`src/rtl/pcie_tbl_pkg.sv`:
```
// Shared types and constants for the multi-channel table RAM read engine.
package pcie_tbl_pkg;

  typedef enum logic [1:0] {
    IDLE  = 2'd0,
    ISSUE = 2'd1,
    DRAIN = 2'd2
  } rd_state_t;

  // Wide enough for FIFO count plus every read in flight at the largest RAM_LAT.
  localparam int CNT_W = 4;

  function automatic int ch_w(input int n);
    return (n <= 2) ? 1 : $clog2(n);
  endfunction

  // Two slots beyond the RAM latency keep bursts gapless once a stall releases.
  function automatic int fifo_depth(input int lat);
    return lat + 2;
  endfunction

endpackage

```
`src/rtl/pcie_tbl_rd_fifo.sv`:
```
// Sync FIFO with registered output stage and occupancy count; write-to-output 1 cycle.
// Output holds while i_rd_rdy=0; caller must never write when full.
module pcie_tbl_rd_fifo #(
  parameter int W     = 65,
  parameter int DEPTH = 4,
  parameter int CNT_W = 4
) (
  input  logic             clk,
  input  logic             rst_n,
  input  logic             i_wr_vld,
  input  logic [W-1:0]     i_wr_dat,
  input  logic             i_rd_rdy,
  output logic             o_rd_vld,
  output logic [W-1:0]     o_rd_dat,
  output logic [CNT_W-1:0] o_cnt
);
  localparam int PTR_W = (DEPTH <= 2) ? 1 : $clog2(DEPTH);

  logic [W-1:0]     r_mem [DEPTH];
  logic [PTR_W-1:0] r_wptr, r_rptr;
  logic [CNT_W-1:0] r_scnt;
  logic             r_vld;
  logic [W-1:0]     r_dat;
  logic             w_load, w_st_rd, w_st_wr;

  function automatic logic [PTR_W-1:0] ptr_inc(input logic [PTR_W-1:0] p);
    return (p == PTR_W'(DEPTH - 1)) ? '0 : p + 1'b1;
  endfunction

  // Output stage refills when empty or being consumed; storage is bypassed when empty.
  assign w_load  = !r_vld || i_rd_rdy;
  assign w_st_rd = w_load && (r_scnt != '0);
  assign w_st_wr = i_wr_vld && !(w_load && (r_scnt == '0));

  always_ff @(posedge clk) begin
    if (w_st_wr) r_mem[r_wptr] <= i_wr_dat;
  end

  always_ff @(posedge clk or negedge rst_n) begin
    if (!rst_n) begin
      r_wptr <= '0;
      r_rptr <= '0;
      r_scnt <= '0;
      r_vld  <= 1'b0;
      r_dat  <= '0;
    end else begin
      if (w_st_wr) r_wptr <= ptr_inc(r_wptr);
      if (w_st_rd) r_rptr <= ptr_inc(r_rptr);
      r_scnt <= r_scnt + CNT_W'(w_st_wr) - CNT_W'(w_st_rd);
      if (w_load) begin
        if (w_st_rd) begin
          r_vld <= 1'b1;
          r_dat <= r_mem[r_rptr];
        end else if (i_wr_vld) begin
          r_vld <= 1'b1;
          r_dat <= i_wr_dat;
        end else begin
          r_vld <= 1'b0;
        end
      end
    end
  end

  assign o_rd_vld = r_vld;
  assign o_rd_dat = r_dat;
  assign o_cnt    = r_scnt + CNT_W'(r_vld);

endmodule

```
`src/rtl/pcie_tbl_rd.sv`:
```
// Multi-channel burst reader from table RAMs to the PCIe DMA read port; first beat 2+RAM_LAT cycles after request.
// Credit-limited issue, stall holds the output beat; PCIE_TBL_RD_SWAP_EN byte-reverses the data.
module pcie_tbl_rd
  import pcie_tbl_pkg::*;
#(
  parameter int DATA_W  = 64,
  parameter int RAM_AW  = 10,
  parameter int NUM_CH  = 4,
  parameter int RAM_LAT = 2,
  parameter int LEN_W   = 5
) (
  input  logic                     clk,
  input  logic                     rst,
  input  logic                     dma_raddr_en,
  input  logic [31:0]              dma_raddr,
  input  logic [LEN_W-1:0]         dma_rlen,
  output logic [DATA_W-1:0]        dma_rdata,
  output logic                     dma_rdata_rdy,
  output logic                     dma_rdata_last,
  input  logic                     dma_rdata_stall,
  output logic                     dma_rdata_busy,
  output logic                     dma_req_drop,
  output logic                     dma_rd_err,
  output logic                     ott_ram_rd_en,
  output logic [RAM_AW-1:0]        ott_ram_addr,
  input  logic [NUM_CH*DATA_W-1:0] ott_ram_data
);
  localparam int CH_W       = ch_w(NUM_CH);
  localparam int FIFO_DEPTH = fifo_depth(RAM_LAT);
  localparam int CHF_W      = 29 - RAM_AW;

  rd_state_t         r_state;
  logic              r_busy, r_rd_en, r_drop, r_err;
  logic [RAM_AW-1:0] r_addr;
  logic [LEN_W-1:0]  r_pend;
  logic [CH_W-1:0]   r_ch;
  logic [RAM_LAT-1:0] r_vpipe, r_lpipe;

  logic [RAM_AW-1:0] w_word;
  logic [CHF_W-1:0]  w_ch_full;
  logic              w_ch_bad, w_last_iss, w_pop, w_credit, w_unused;
  logic [CNT_W-1:0]  w_fifo_cnt, w_vcnt, w_used;
  logic [DATA_W-1:0] w_sel_dat;
  logic [DATA_W:0]   w_out_dat;
  logic              w_out_vld, w_out_last;

  // Every address bit above the word field is treated as channel, so out-of-range values are caught.
  assign w_word    = dma_raddr[RAM_AW+2:3];
  assign w_ch_full = dma_raddr[31:RAM_AW+3];
  assign w_ch_bad  = (w_ch_full >= CHF_W'(NUM_CH));
  assign w_unused  = ^dma_raddr[2:0];

  assign w_last_iss = r_rd_en && (r_pend == '0);
  assign w_pop      = w_out_vld && !dma_rdata_stall;
  assign w_out_last = w_out_dat[DATA_W];

  always_comb begin
    w_vcnt = '0;
    for (int i = 0; i < RAM_LAT; i++) w_vcnt = w_vcnt + CNT_W'(r_vpipe[i]);
  end

  // Slots committed after this edge must leave room for one more read.
  assign w_used   = w_fifo_cnt + w_vcnt + CNT_W'(r_rd_en);
  assign w_credit = w_used < (CNT_W'(FIFO_DEPTH) + CNT_W'(w_pop));

  always_ff @(posedge clk or negedge rst) begin
    if (!rst) begin
      r_state <= IDLE;
      r_busy  <= 1'b0;
      r_rd_en <= 1'b0;
      r_drop  <= 1'b0;
      r_err   <= 1'b0;
      r_addr  <= '0;
      r_pend  <= '0;
      r_ch    <= '0;
    end else begin
      r_drop <= dma_raddr_en && r_busy;
      case (r_state)
        IDLE: begin
          if (dma_raddr_en) begin
            r_state <= ISSUE;
            r_busy  <= 1'b1;
            r_rd_en <= 1'b1;
            r_addr  <= w_word;
            r_pend  <= dma_rlen - LEN_W'(1);
            r_ch    <= w_ch_full[CH_W-1:0];
            r_err   <= w_ch_bad;
          end
        end
        ISSUE: begin
          if (r_pend == '0) begin
            r_rd_en <= 1'b0;
            r_state <= DRAIN;
          end else if (w_credit) begin
            r_rd_en <= 1'b1;
            r_addr  <= r_addr + 1'b1;
            r_pend  <= r_pend - 1'b1;
          end else begin
            r_rd_en <= 1'b0;
          end
        end
        DRAIN: begin
          if (w_pop && w_out_last) begin
            r_state <= IDLE;
            r_busy  <= 1'b0;
          end
        end
        default: r_state <= IDLE;
      endcase
    end
  end

  always_ff @(posedge clk or negedge rst) begin
    if (!rst) begin
      r_vpipe <= '0;
      r_lpipe <= '0;
    end else begin
      r_vpipe[0] <= r_rd_en;
      r_lpipe[0] <= w_last_iss;
      for (int i = 1; i < RAM_LAT; i++) begin
        r_vpipe[i] <= r_vpipe[i-1];
        r_lpipe[i] <= r_lpipe[i-1];
      end
    end
  end

  always_comb begin
    w_sel_dat = '0;
    if (!r_err) begin
      for (int c = 0; c < NUM_CH; c++) begin
        if (r_ch == CH_W'(c)) w_sel_dat = ott_ram_data[c*DATA_W +: DATA_W];
      end
    end
  end

  pcie_tbl_rd_fifo #(
    .W     (DATA_W + 1),
    .DEPTH (FIFO_DEPTH),
    .CNT_W (CNT_W)
  ) u_fifo (
    .clk      (clk),
    .rst_n    (rst),
    .i_wr_vld (r_vpipe[RAM_LAT-1]),
    .i_wr_dat ({r_lpipe[RAM_LAT-1], w_sel_dat}),
    .i_rd_rdy (!dma_rdata_stall),
    .o_rd_vld (w_out_vld),
    .o_rd_dat (w_out_dat),
    .o_cnt    (w_fifo_cnt)
  );

`ifdef PCIE_TBL_RD_SWAP_EN
  always_comb begin
    dma_rdata = '0;
    for (int b = 0; b < DATA_W/8; b++) dma_rdata[8*b +: 8] = w_out_dat[DATA_W-8-8*b +: 8];
  end
`else
  assign dma_rdata = w_out_dat[DATA_W-1:0];
`endif

  assign dma_rdata_rdy  = w_out_vld;
  assign dma_rdata_last = w_out_vld && w_out_last;
  assign dma_rdata_busy = r_busy;
  assign dma_req_drop   = r_drop;
  assign dma_rd_err     = r_err;
  assign ott_ram_rd_en  = r_rd_en;
  assign ott_ram_addr   = r_addr;

endmodule

```
`config.mk`:
```
export PLATFORM = sky130hd
export DESIGN_NAME = pcie_tbl_rd
export DESIGN_NICKNAME = d
export VERILOG_FILES = /design/src/rtl/pcie_tbl_pkg.sv /design/src/rtl/pcie_tbl_rd_fifo.sv /design/src/rtl/pcie_tbl_rd.sv
export SDC_FILE = /design/constraint.sdc
export NUM_CORES = 1
export LEC_CHECK = 0
export CAP_MARGIN = 0
export CORE_UTILIZATION = 50
export DETAILED_ROUTE_END_ITERATION = 16
export PLACE_DENSITY = 0.79
export SKIP_LAST_GASP = 1
export SLEW_MARGIN = 10
export SYNTH_ARGS = -nofsm -noshare
export SYNTH_HDL_FRONTEND = slang
export SYNTH_SLANG_ARGS = --single-unit
export TNS_END_PERCENT = 1
```
`constraint.sdc`:
```
create_clock -name clk -period 4.5 [get_ports clk]
set_input_delay 0.9 -clock clk [delete_from_list [all_inputs] [get_ports clk]]
set_output_delay 0.9 -clock clk [all_outputs]
set_load 0.1 [all_outputs]
```
# After elaboration in Yosys (flattened, before gate mapping)
# Memory sizes are Yosys's and may differ from the RTL's.
# Index checks and enable logic that the tools add are counted.
# op_classes
n_addsub	12
shifts	0
muxes	31
reduce_logical	26
n_mul	0
eq_ne	12
n_lt_le_gt_ge	2
bitwise	0
div	0
# op_table
cell	n
64-bit two-way mux	5
65-bit two-way mux	2
10-bit two-way mux	3
10-bit case mux with 2 select lines	1
19-bit by 3-bit greater-or-equal comparator with 1-bit output (second input constant)	1
5-bit two-way mux	3
4-bit by 1-bit adder with 4-bit output	3
10-bit by 1-bit adder with 10-bit output (second input constant)	1
2-bit equality test (second input constant)	5
2-bit two-way mux	5
2-bit inequality test (second input constant)	5
5-bit case mux with 2 select lines	1
5-bit by 1-bit subtractor with 5-bit output (second input constant)	2
1-bit logical AND	8
1-bit two-way mux	8
2-bit case mux with 3 select lines	1
2-bit AND reduction	3
3-bit AND reduction	2
2-bit nonzero test	3
5-bit logical NOT	1
2-bit by 1-bit adder with 2-bit output (second input constant)	2
3-bit by 1-bit adder with 4-bit output (first input constant)	1
4-bit by 2-bit adder with 4-bit output	1
2-bit by 1-bit equality test with 1-bit output (second input constant)	2
10 further kinds	14
# word_totals
latchBits	0
mem_count	1
word_cells	99
romBits	0
output_inout_bits	80
ff_bits	101
mem_bits_rw	260
in_bits	297
# memory_table
name	depth	word_bits	rd	rd_ports_with_merged_regs	write_ports	line	source
u_fifo.r_mem	4	65	1	0	1	pcie_tbl_rd_fifo.sv:19	logic [W-1:0] r_mem [DEPTH];

# Longest topological paths before layout
# Gate-level depths: netlist (run 1).
# logic_depth
word_depth	8
ltp_mapped	12
ltp_nobuf	11

# Hierarchy
# A second synthesis (run 1) with hierarchy kept.
# hier_totals
cells_unflattened	948
area_unflattened_um2	16789.9
# modules_own_cells
mod	seq_area_each_um2	area_each_um2	n_inst	cells_per_inst
pcie_tbl_rd_fifo	9659.3	13242.7	1	628
pcie_tbl_rd	675.6	3547.2	1	320

# Worst setup path after synthesis (run 1)
# Ideal clock, no wire load.
# synth_path
path_kind	register to register
start	reg r_rd_en, in the netlist ott_ram_rd_en
end	reg r_addr[9], in the netlist ott_ram_addr[9]
t_required_ps	4413
setup_time_ps	87
synth_period_minus_slack_ps	3738
n_path_buf	0
slack_ps	762
stages_incl_launch_ff	9
arrival_ps	3651
cell_sequence	dfrtp_1 > fa_1 > fa_1 > fa_1 > nor4b_2 > or2_2 > nand2_2 > or4_1 > a211oi_2
# synth_between
elab_chain_cells	4
# synth_lines
element	line	source
start: declaration	pcie_tbl_rd.sv:33	logic r_busy, r_rd_en, r_drop, r_err;
start signal: assignment	pcie_tbl_rd.sv:70	r_rd_en <= 1'b0;
start signal: assignment	pcie_tbl_rd.sv:83	r_rd_en <= 1'b1;
start signal: assignment	pcie_tbl_rd.sv:92	r_rd_en <= 1'b0;
4-bit by 1-bit adder with 4-bit output	pcie_tbl_rd.sv:63	assign w_used = w_fifo_cnt + w_vcnt + CNT_W'(r_rd_en);
4-bit less-than comparator	pcie_tbl_rd.sv:64	assign w_credit = w_used < (CNT_W'(FIFO_DEPTH) + CNT_W'(w_pop));
2-bit inequality test (no line)	-	
4-bit AND reduction (no line)	-	
end signal: assignment	pcie_tbl_rd.sv:84	r_addr <= w_word;
end signal: assignment	pcie_tbl_rd.sv:96	r_addr <= r_addr + 1'b1;
end: declaration	pcie_tbl_rd.sv:34	logic [RAM_AW-1:0] r_addr;
# No other way between the ends.
# A chain may end at the register's enable or synchronous reset.

# Worst setup path in the final report (run 1)
# Ends and elaborated chain as after synthesis.

==> impl_metrics.toml, run 1 <==
[drt]
antenna_left = 0
drt-pass1-iter-count = 4
vias = 10200
via_per_inst = 5.55
wire_per_inst_um = 20.5
drc = 0
wl_um = 37800
drtIter0Drc = 591

[global_routing]
grt_pass1_wl_um = 58400
grt_max_degree = 125
antenna_found_initial = 0
grt_pass1_vias = 10900
grt_use_total_pct = 22.3
grt-ovfl-total = 0

[critical_path]
cp_max_fo = 6
r2r_slack_ps = 1110
slowest_stage = "or4_1"
criticalPathCategory = "reg -> reg"
cp-endpoint = "ott_ram_addr[9]"
r2r_start = "ott_ram_rd_en"
crit_top_cell = "fa_1"
max_stage_delay_ps = 560
endpoint_kind = "flop"
crit_path_cell_trace = "fa_1 -> fa_1 -> fa_1 -> nor4b_2 -> or2_2 -> nand2_2 -> or4_1 -> a211oi_2"
cp.arrival_ps = 3820
cp.required_ps = 4920
cp-startpoint = "ott_ram_rd_en"
rr_endpoint = "ott_ram_addr[9]"
r2r_cells = 8
cp-start-kind = "flop"

[cells_and_area]
final_nets = 1680
final_util_pct = 65.5
final_layout_size_suffix_gt1_share_pct = 17.0
layout_common_cells = "clkdlybuf4s50_1 (372), edfxtp_1 (260), mux4_2 (129)"
area_growth_pct = 29.2
final_common_cell = "clkdlybuf4s50_1"
n_antenna_cell = 0

[logic_synthesis]
synthSimpleGateAreaFrac_pct = 7.15
synth_xor_area_share_pct = 0.258
synth_mux_area_share_pct = 21.5
ys_ff_latch = 361
avgSynthCellArea_um2 = 15.9
synth_top_family_by_area = "multiplexers"
synth-edff-count = 260
syn_inst = 1065
ys_warn_count = 0
yosys.area_share.adder_pct = 1.43
synth.distinct_cells = 61
synth-compound-area-share_pct = 3.79
syn_nets = 1379
yosysSeqAreaShare_pct = 60.9
syn_area_mm2 = 0.0170
async_reset_ff_share_pct = 28.0
synth-main-ff-cell = "edfxtp_1"

[pwr]
ir_worst_vdd_mv = 0.850
power_mw = 16.2
pwr-share-seq_pct = 35.3
switching_share_pct = 41.6
leakage_nw = 7.83
power-per-cell-area_mw_per_mm2 = 740
p_switching_mw = 6.75
clock_power_share_pct = 18.4
comb_power_share_pct = 46.2
p_int_mw = 9.47

[clock_network]
cts_tree = "built"
clock-root-buffer = "clkbuf_16"
cts_max_level = 2
clk_latency_ps = 510
cts_buffer_depth = 3
clock_sinks = 361
cts_resized = 0
postCtsSetupBuffers = 0
clkTransAtPathRegs_ps = 70
cts_hold_buf = 0
cts_buffers = 38

[sta]
fin_skew_ps = 13.9
setup_tns_ps = 0
worst_slew_pin_slew_ps = 1120
max_freq_ghz = 0.295
drv_slew = 0
slew_headroom_pct = 25.1
grt_setup_unrepaired = "false"
setup_viol = 0
hold_viol = 0
min_period_ps = 3390
fin_ws_ps = 1110
whs_ps = 382
finalCritPeriodShare_pct = 75.4

[job]
drv_cap = 0

[die]
ios = 377
coreArea_mm2 = 0.0334
rows = 67
die_h_um = 186
die-width_um = 186
dieArea_mm2 = 0.0347
start_util_pct = 50.7

[place]
port_buffers = 373
dp_hpwl_um = 24300
gp_congestion = 0.827
pre_cts_slack_ps = 1130

[hold_path]
hp-start = "r_lpipe[0]"
hold_path_class = "reg -> reg"

[outcome]
outcome = "finished clean"
-- power by group through the flow --
stage                     clock network (mW)  registers (mW)  logic [mW]
after detailed placement                   0            5.82        7.56
after global placement                     0            5.76        7.40
final                                   2.99            5.73        7.50
after global routing                    3.18            5.87        8.02
after floorplan                            0            5.65        6.03
after CTS                               3.04            5.76        7.58
-- per-layer routing --
| layer | up-vias | track usage (%) | routed length [um] |
|---|---|---|---|
| li1 | 4650 | - | - |
| met1 | 5243 | 28.6 | 15500 |
| met2 | 315 | 39.7 | 19500 |
| met3 | 34 | 4.50 | 2490 |
| met4 | 0 | 3.87 | 365 |
| met5 | - | 0 | 0 |
-- worst min path at each step --
stage                 end  depth (start not counted)
2_1_floorplan  r_lpipe[1]                          0
3_3_place_gp   r_lpipe[1]                          0
3_5_place_dp   r_lpipe[1]                          0
4_1_cts        r_lpipe[1]                          0
5_1_grt        r_lpipe[1]                          0
6_report       r_lpipe[1]                          0
-- stage by stage --
stage	std cells	cell area, um2
5_1_grt	1844	21900
3_3_place_gp	1774	20700
2_1_floorplan	1065	17000
3_5_place_dp	1774	20700
4_1_cts	1844	21900
6_report	1844	21900
-- state kept, by name, indices dropped and copies added, names as in the netlist, 2 cells and up --
| register | count |
|---|---|
| ott_ram_addr | 10 |
| r_ch | 2 |
| r_lpipe | 2 |
| r_pend | 5 |
| r_state | 2 |
| r_vpipe | 2 |
| u_fifo.o_rd_dat | 65 |
| u_fifo.r_mem | 260 |
| u_fifo.r_rptr | 2 |
| u_fifo.r_scnt | 4 |
| u_fifo.r_wptr | 2 |
-- synthesized netlist by cell type (3+ instances only) --
library cell / number / area, um2
a21o_1: 4 / 30.0
a21oi_1: 3 / 15.0
and2_1: 4 / 25.0
and3_1: 6 / 37.5
buf_2: 20 / 100
buf_4: 72 / 541
clkbuf_1: 32 / 120
dfrtp_1: 101 / 2530
edfxtp_1: 260 / 7810
fa_1: 4 / 80.1
ha_1: 13 / 163
inv_1: 14 / 52.6
mux2_2: 6 / 67.6
mux2i_1: 68 / 681
mux4_2: 129 / 2910
nand2_1: 93 / 349
nand3_1: 10 / 50.1
nand4_1: 4 / 25.0
nor2_1: 16 / 60.1
nor2b_1: 66 / 413
nor3_1: 5 / 25.0
nor4_1: 6 / 37.5
o211ai_1: 4 / 30.0
o21ai_0: 69 / 345
o311ai_0: 4 / 35.0
or2_2: 3 / 18.8
or4_1: 3 / 22.5
xnor2_1: 3 / 26.3
-- worst max-delay path: cells and delay by family (launching register included) --
kind            cells  cell delay (ps)
compound gates      1              220
fa+ha+maj           3             1390
flops               1              430
simple gates        4             1250
-- logic make-up (layout without fill, tap and decap cells) --
logic type,Yosys count,count (layout)
flip-flops,361,361
AND/OR/NAND/NOR,233,233
multiplexers,203,203
buffers and inverters,142,473
AO/OA/AOI/OAI,104,104
adder cells (fa/ha/maj),17,17
XOR/XNOR,5,5
-- area by class of cell --
type / count / area, um2
repair buffers: 388 / 3910
multi-input cells: 562 / 5830
clock buffers: 51 / 1090
fillers: 2351 / 11500
well taps: 448 / 561
flip-flops and latches: 361 / 10400
clock inverters: 19 / 118
inverters: 15 / 58.8
No activity file was read; power rests on OpenSTA's default activity.
==> run 2, diff against run 1 <==
==> constraint.sdc (replaced) <==
create_clock -name clk -period 3.5 [get_ports clk]
set_input_delay 0.7 -clock clk [delete_from_list [all_inputs] [get_ports clk]]
set_output_delay 0.7 -clock clk [all_outputs]
set_load 0.1 [all_outputs]
==> run 2 against run 1 <==
Maximum frequency increased by 2.0%. Cell area increased by 0.20%. Clock skew up 1.6 ps. Global-route usage is 0.87 points higher. Via count increased by 1.7%. Hold slack lost 92 ps. Count of clock-buffer cells in the layout is 4 higher. Sequential share of layout area shrank 0.089 points. Combinational power increased by 31%. Die area is the same.
==> impl_metrics.toml, run 2 (synthesis gave the netlist of run 1 again) <==
[critical_path]
cp.required_ps = 3930
cp_max_fo = 6
endpoint_kind = "flop"
cp-start-kind = "flop"
criticalPathCategory = "reg -> reg"
r2r_cells = 8
cp.arrival_ps = 3760

[place]
postPlaceCellArea_mm2 = 0.0208
dp_hpwl_um = 26200
port_buffers = 373
gp_congestion = 0.836
pre_cts_slack_ps = 152

[sta]
hold_viol = 0
grt_setup_unrepaired = "false"
fin_ws_ps = 173
worst_slew_pin_slew_ps = 1060
slew_headroom_pct = 29.3
setup_tns_ps = 0
fin_skew_ps = 15.5
finalCritPeriodShare_pct = 95.1
max_freq_ghz = 0.301
setup_viol = 0
drv_slew = 0
min_period_ps = 3330

[clock_network]
cts_buffers = 37
clock_sinks = 361
cts_hold_buf = 0
postCtsSetupBuffers = 0
cts_tree = "built"
cts_resized = 0
clkTransAtPathRegs_ps = 60
clock-root-buffer = "clkbuf_16"
cts_buffer_depth = 3
cts_max_level = 2
clk_latency_ps = 510

[hold_path]
hold_path_class = "in -> async"

[cells_and_area]
regMostFlops = "u_fifo.r_mem"
area_growth_pct = 29.4
final_layout_size_suffix_gt1_share_pct = 19.6
final_util_pct = 65.6
stdcell_area_mm2 = 0.0220
final_common_cell = "clkdlybuf4s50_1"
final_nets = 1690
layout_common_cells = "clkdlybuf4s50_1 (339), edfxtp_1 (260), mux4_2 (129)"
largest_reg_flops = 260
fillers = 2326

[pwr]
power_mw = 21.0
ir_worst_vdd_mv = 0.620
power-per-cell-area_mw_per_mm2 = 956
leakage_nw = 7.93

[drt]
wl_um = 39700
antenna_left = 0
drc = 0
wire_per_inst_um = 21.4
drt-pass1-iter-count = 5
drtIter0Drc = 749
via_per_inst = 5.62
vias = 10400

[die]
die-width_um = 186
ios = 377
dieArea_mm2 = 0.0347
start_util_pct = 50.7
rows = 67
coreArea_mm2 = 0.0334
die_h_um = 186

[global_routing]
grt-ovfl-total = 0
grt_use_total_pct = 23.2
grt_max_degree = 81
grt_pass1_vias = 11100
antenna_found_initial = 1
grt_pass1_wl_um = 60700

[outcome]
outcome = "finished clean"

[job]
drv_cap = 0
-- run 2: power by group --
group | switching, mW | total, mW | internal [mW]
logic | 6.18 | 9.86 | 3.68
registers | 1.04 | 7.33 | 6.29
clock network | 1.56 | 3.79 | 2.23
total | 8.79 | 21.0 | 12.2
-- run 2: cell type report --
type	instances	area, um2	share of cell area [%]
clock buffer	55	1050	4.76
antenna	1	2.50	0.0114
clock inverter	13	121	0.553
tap	448	561	2.55
sequential	361	10400	47.1
timing repair buffer	399	3980	18.1
multi-input combinational	562	5840	26.6
inverter	15	58.8	0.268
-- run 2: critical path, cell delays in order (launching register included) --
cell and delay (ps):
dfrtp_2 440, fa_1 500, fa_1 440, fa_1 500, nor4b_4 300, or2_2 190, nand2_2 90, or4_1 560
a211oi_2 220
-- run 2: worst paths after layout --
path                            slack, ps     startpoint                   to
worst max-delay path                  170  ott_ram_rd_en      ott_ram_addr[9]
worst min-delay path                  290            rst  u_fifo.o_rd_dat[34]
worst max register to register        170  ott_ram_rd_en      ott_ram_addr[9]
worst min register to register        360     r_lpipe[0]           r_lpipe[1]
max in group asynchronous            2450            rst   u_fifo.o_rd_dat[0]
min in group clk                      360     r_lpipe[0]           r_lpipe[1]
-- run 2: layer usage --
| metal | share of wire (%) | GRT usage, % | up-vias |
|---|---|---|---|
| met2 | 51 | 40.1 | 388 |
| met4 | 2.2 | 6.59 | 0 |
| met3 | 6.3 | 4.13 | 54 |
| li1 | - | - | 4671 |
| met1 | 41 | 30.0 | 5305 |
| met5 | 0 | 0 | - |
-- run 2: per-stage QoR --
| stage | cells | hold WS, ps |
|---|---|---|
| 6_report | 1854 | 290 |
| 5_1_grt | 1854 | 349 |
| 4_1_cts | 1853 | 311 |
| 3_5_place_dp | 1785 | 350 |
| 3_3_place_gp | 1785 | 336 |
| 2_1_floorplan | 1065 | 331 |
